### config.mk
export PLATFORM = sky130hd
export DESIGN_NAME = tagged_stream_demux
export DESIGN_NICKNAME = d
export VERILOG_FILES = /design/src/rtl/tagged_stream_demux.sv
export SDC_FILE = /design/constraint.sdc
export NUM_CORES = 1
export LEC_CHECK = 0
export ABC_AREA = 0
export CORE_MARGIN = 2
export CORE_UTILIZATION = 39
export DETAILED_ROUTE_END_ITERATION = 12
export SKIP_CTS_REPAIR_TIMING = 1
export SLEW_MARGIN = 10
export SYNTH_ARGS = -nofsm -noshare
export SYNTH_HDL_FRONTEND = slang
export SYNTH_SLANG_ARGS = --single-unit
### constraint.sdc
create_clock -name clk -period 2.8 [get_ports clk]
set_input_delay 0.28 -clock clk [delete_from_list [all_inputs] [get_ports clk]]
set_output_delay 0.28 -clock clk [all_outputs]
set_load 0.01 [all_outputs]
### src/rtl/tagged_stream_demux.sv
// Tag-routed demultiplexer: one {tag, payload} word per cycle is steered into one of
// FLUX independent first-word-fall-through FIFOs, each with its own full/empty/count.
module tagged_stream_demux #(
  parameter int DATA_W = 8,
  parameter int FLUX   = 4,
  parameter int DEPTH  = 16,
  parameter int TAG_W  = $clog2(FLUX),
  parameter int CNT_W  = $clog2(DEPTH) + 1
) (
  input  logic                     clk,
  input  logic                     rst,
  input  logic                     write,
  input  logic [DATA_W+TAG_W-1:0]  din,
  output logic [FLUX-1:0]          full,
  output logic [FLUX*DATA_W-1:0]   dout,
  output logic [FLUX-1:0]          empty,
  input  logic [FLUX-1:0]          read,
  output logic [FLUX*CNT_W-1:0]    count,
  output logic [FLUX-1:0]          overflow
);

  localparam int PTR_W = $clog2(DEPTH);

  logic [TAG_W-1:0]  tag_s;
  logic [DATA_W-1:0] payload_s;

  assign tag_s     = din[DATA_W+TAG_W-1:DATA_W];
  assign payload_s = din[DATA_W-1:0];

  for (genvar f = 0; f < FLUX; f++) begin : g_flow
    logic [DATA_W-1:0] mem_r [DEPTH];
    logic [PTR_W-1:0]  wp_r;
    logic [PTR_W-1:0]  rp_r;
    logic [CNT_W-1:0]  cnt_r;
    logic              ovf_r;
    logic              hit_s;
    logic              full_s;
    logic              empty_s;
    logic              wr_en_s;
    logic              rd_en_s;
    logic              drop_s;

    // Full is judged on registered occupancy, so a read in the same cycle cannot rescue a write.
    always_comb begin
      hit_s   = write && (tag_s == TAG_W'(f));
      full_s  = (cnt_r == CNT_W'(DEPTH));
      empty_s = (cnt_r == {CNT_W{1'b0}});
      wr_en_s = hit_s && !full_s;
      drop_s  = hit_s && full_s;
      rd_en_s = read[f] && !empty_s;
    end

    // Pointer, occupancy and sticky overflow state for this flow.
    always_ff @(posedge clk or posedge rst) begin
      if (rst) begin
        wp_r  <= {PTR_W{1'b0}};
        rp_r  <= {PTR_W{1'b0}};
        cnt_r <= {CNT_W{1'b0}};
        ovf_r <= 1'b0;
      end else begin
        if (wr_en_s) begin
          wp_r <= wp_r + PTR_W'(1);
        end
        if (rd_en_s) begin
          rp_r <= rp_r + PTR_W'(1);
        end
        case ({wr_en_s, rd_en_s})
          2'b10:   cnt_r <= cnt_r + CNT_W'(1);
          2'b01:   cnt_r <= cnt_r - CNT_W'(1);
          default: cnt_r <= cnt_r;
        endcase
        if (drop_s) begin
          ovf_r <= 1'b1;
        end
      end
    end

    // Storage array is never reset; stale contents are unreachable once pointers clear.
    always_ff @(posedge clk) begin
      if (wr_en_s && !rst) begin
        mem_r[wp_r] <= payload_s;
      end
    end

    assign full[f]                     = full_s;
    assign empty[f]                    = empty_s;
    assign overflow[f]                 = ovf_r;
    assign count[f*CNT_W +: CNT_W]     = cnt_r;
    assign dout[f*DATA_W +: DATA_W]    = mem_r[rp_r];
  end

endmodule

==> reports/metrics.cfg <==
[floorplan]
die_h_um = 248
die-width_um = 248
die_area_um2 = 61300
rows = 89
io_pins = 81
core_um2 = 58800
initial_core_util = 0.393

[detailed_routing]
routed_wl_um = 51000
routedWlPerCell_um = 21.0
firstDrtPassIters = 5
ant_nets = 0
drc = 0
drt_iter0_drc = 904
vias = 12400
vias_per_cell = 5.13

[worst_setup_path]
critPathSlowestCell = clkdlybuf4s50_1
worstPathCellList = buf_12 > mux2i_2 > a221oi_2 > buf_4 > o21ai_0 > nand2_1 > clkdlybuf4s50_1
critPathCaptureType = primary output
cp-start-kind = register
path_class = reg2out
critical-path-max-stage-delay_ns = 0.49
cp_max_fo = 17
cp.required_ns = 2.52
crit_arrival_ns = 2.68

[synth]
synth.distinct_cells = 42
syn_area_um2 = 23100
synth_nets = 1402
synth_edf_count = 512
yosysSeqAreaShare = 0.725
yosysWarnings = 0
synth-main-ff-cell = edfxtp_1
avgSynthCellArea_um2 = 17.2
ys_ff_latch = 568
synth_cells = 1345
synth-async-reset-ratio = 0.0986

[timing]
slew_headroom = 0.354
fin_hold_ws_ns = 0.228
hold_viol = 0
period_minus_slack_ns = 2.96
setup_ws_ns = -0.162
fin_skew_ns = 0.0148
maxSlewViolCount = 0
fin_tns_setup_ns = -0.398
fmax_mhz = 338
setup_viol_count_final = 3
max_slew.worst_pin.slew_ns = 0.969
rsz0062_at_grt = true
finalCritPeriodShare = 1.06

[outcome]
outcome = complete, but fails checks
violations = setup timing

[clocking]
clk_path_buf_depth = 3
cts_root_buffer = clkbuf_16
clock_latency_ns = 0.62
h-tree-depth = 2
tritoncts = yes
cts_num_sinks = 568
cts_buffers = 60
clk_pin_slew_ns = 0.06

[placement]
numPortBuffers = 80
dp_slack_ns = -0.203
dpl_cell_area_um2 = 25700
dpl.hpwl_um = 31600
routabilityCongestion = 0.762

[finish]
mostFrequentLayoutCell = edfxtp_1
syn_to_final_growth_pct = 23.2
drive_above_1_share = 0.280
fillCellCount = 4957
n_antenna_cell = 0
final_nets = 1657
final_cell_mix = edfxtp_1, buf_4, mux2i_1, nand2_1, clkbuf_16
design_area_um2 = 28500

[power_and_ir_drop]
peakVddDrop_mv = 0.509
p_leak_uw = 0.0103
powerDensity_nw_per_um2 = 1000
finalPower_uw = 28500

[grt]
grt_max_degree = 65
grt-ovfl-total = 0
grt_antenna_before_repair = 0
grt_pass1_vias = 12600
grt_pass1_wl_um = 76000
gr-usage-all-layers = 0.165

[worst_hold_path]
hold_path.class = in2reg

[job]
max_cap_violations = 0

## layer usage
layer  vias to the layer above  GRT usage  share of wire
li1                       5744          -              -
met1                      6335      0.234           0.46
met2                       308      0.263           0.47
met3                        59     0.0264          0.048
met4                         0     0.0479          0.021
met5                         -          0              0
## where the power goes
part | switching (uW) | internal [uW] | leakage [uW] | total [uW]
registers | 695 | 9770 | 0.00527 | 10500
clock network | 3210 | 4540 | 0.000965 | 7760
logic | 5040 | 5260 | 0.00405 | 10300
total | 8950 | 19600 | 0.0103 | 28500
## flip-flops by register name (all words and copies together) (netlist names)
signal        flops
g_flow.wp_r      16
g_flow.cnt_r     20
g_flow.ovf_r      4
g_flow.rp_r      16
g_flow.mem_r    512
## worst max-delay path: cells and delay by family (launching register included)
kind	cells	cell delay (ns)
flip-flops	1	0.46
AO/OA/AOI/OAI	2	0.28
multiplexers	1	0.36
AND/OR/NAND/NOR	1	0.09
buffers and inverters	3	0.85
## cells in the mapped netlist (3+ instances only)
| library cell | instances | area [um^2] |
|---|---|---|
| dfrtp_1 | 56 | 1400 |
| buf_2 | 20 | 100 |
| nor4_1 | 3 | 18.8 |
| mux4_2 | 64 | 1440 |
| edfxtp_1 | 512 | 15400 |
| nand3_1 | 10 | 50.1 |
| xnor2_1 | 28 | 245 |
| fa_1 | 4 | 80.1 |
| nor2_4 | 3 | 33.8 |
| a22oi_1 | 32 | 240 |
| and3_1 | 4 | 25.0 |
| a21oi_1 | 40 | 200 |
| nor2b_1 | 12 | 75.1 |
| mux2i_1 | 97 | 971 |
| nor2_1 | 64 | 240 |
| a221oi_1 | 32 | 280 |
| ha_1 | 36 | 450 |
| and2_1 | 5 | 31.3 |
| inv_1 | 24 | 90.1 |
| nand4_1 | 4 | 25.0 |
| buf_4 | 20 | 150 |
| nor3_1 | 6 | 30.0 |
| nand2_1 | 78 | 293 |
| xor2_1 | 14 | 123 |
| o21ai_0 | 79 | 395 |
| mux2_2 | 37 | 417 |
| or3_1 | 3 | 18.8 |
| clkbuf_1 | 30 | 113 |
| a21o_1 | 6 | 45.0 |
| or3b_2 | 3 | 26.3 |
| buf_1 | 4 | 15.0 |
## cell type report
type                    count  area [um^2]  share of cell area
clock buffers              81         1670              0.0587
clock inverters            32          272             0.00953
inverters                  24         93.8             0.00329
multi-input cells         677         6180               0.217
flip-flops and latches    568        16800               0.589
well taps                 773          967              0.0339
repair buffers            269         2520              0.0884
## worst paths after layout
check                              startpoint                endpoint  slack [ns]  cells past startpoint
setup / recovery            g_flow[3].rp_r[0]                dout[26]       -0.16                      7
min in group asynchronous                 rst       g_flow[0].rp_r[0]        0.24                      3
hold / removal                         din[7]  g_flow[0].mem_r[13][7]        0.23                      1
max in group asynchronous                 rst       g_flow[3].rp_r[0]        1.77                      4
hold reg to reg               g_flow[1].ovf_r         g_flow[1].ovf_r        0.46                      1
setup reg to reg           g_flow[1].cnt_r[2]      g_flow[1].cnt_r[4]        0.12                     12
## stage by stage
stage / util / instances
after global routing: 0.485 / 2424
after floorplan: - / 1345
after detailed placement: 0.438 / 2276
final: 0.485 / 2424
after global placement: 0.438 / 2276
after CTS: 0.471 / 2389
## cells by family after synthesis
kind of cell | Yosys count | share of synthesized area
compound gates | 193 | 0.0517
xor+xnor | 42 | 0.0159
fa+ha+maj | 40 | 0.0229
buf+inv | 100 | 0.0212
flops | 568 | 0.725
mux | 199 | 0.123
simple gates | 203 | 0.0401
No activity file was read; power rests on OpenSTA's default activity.
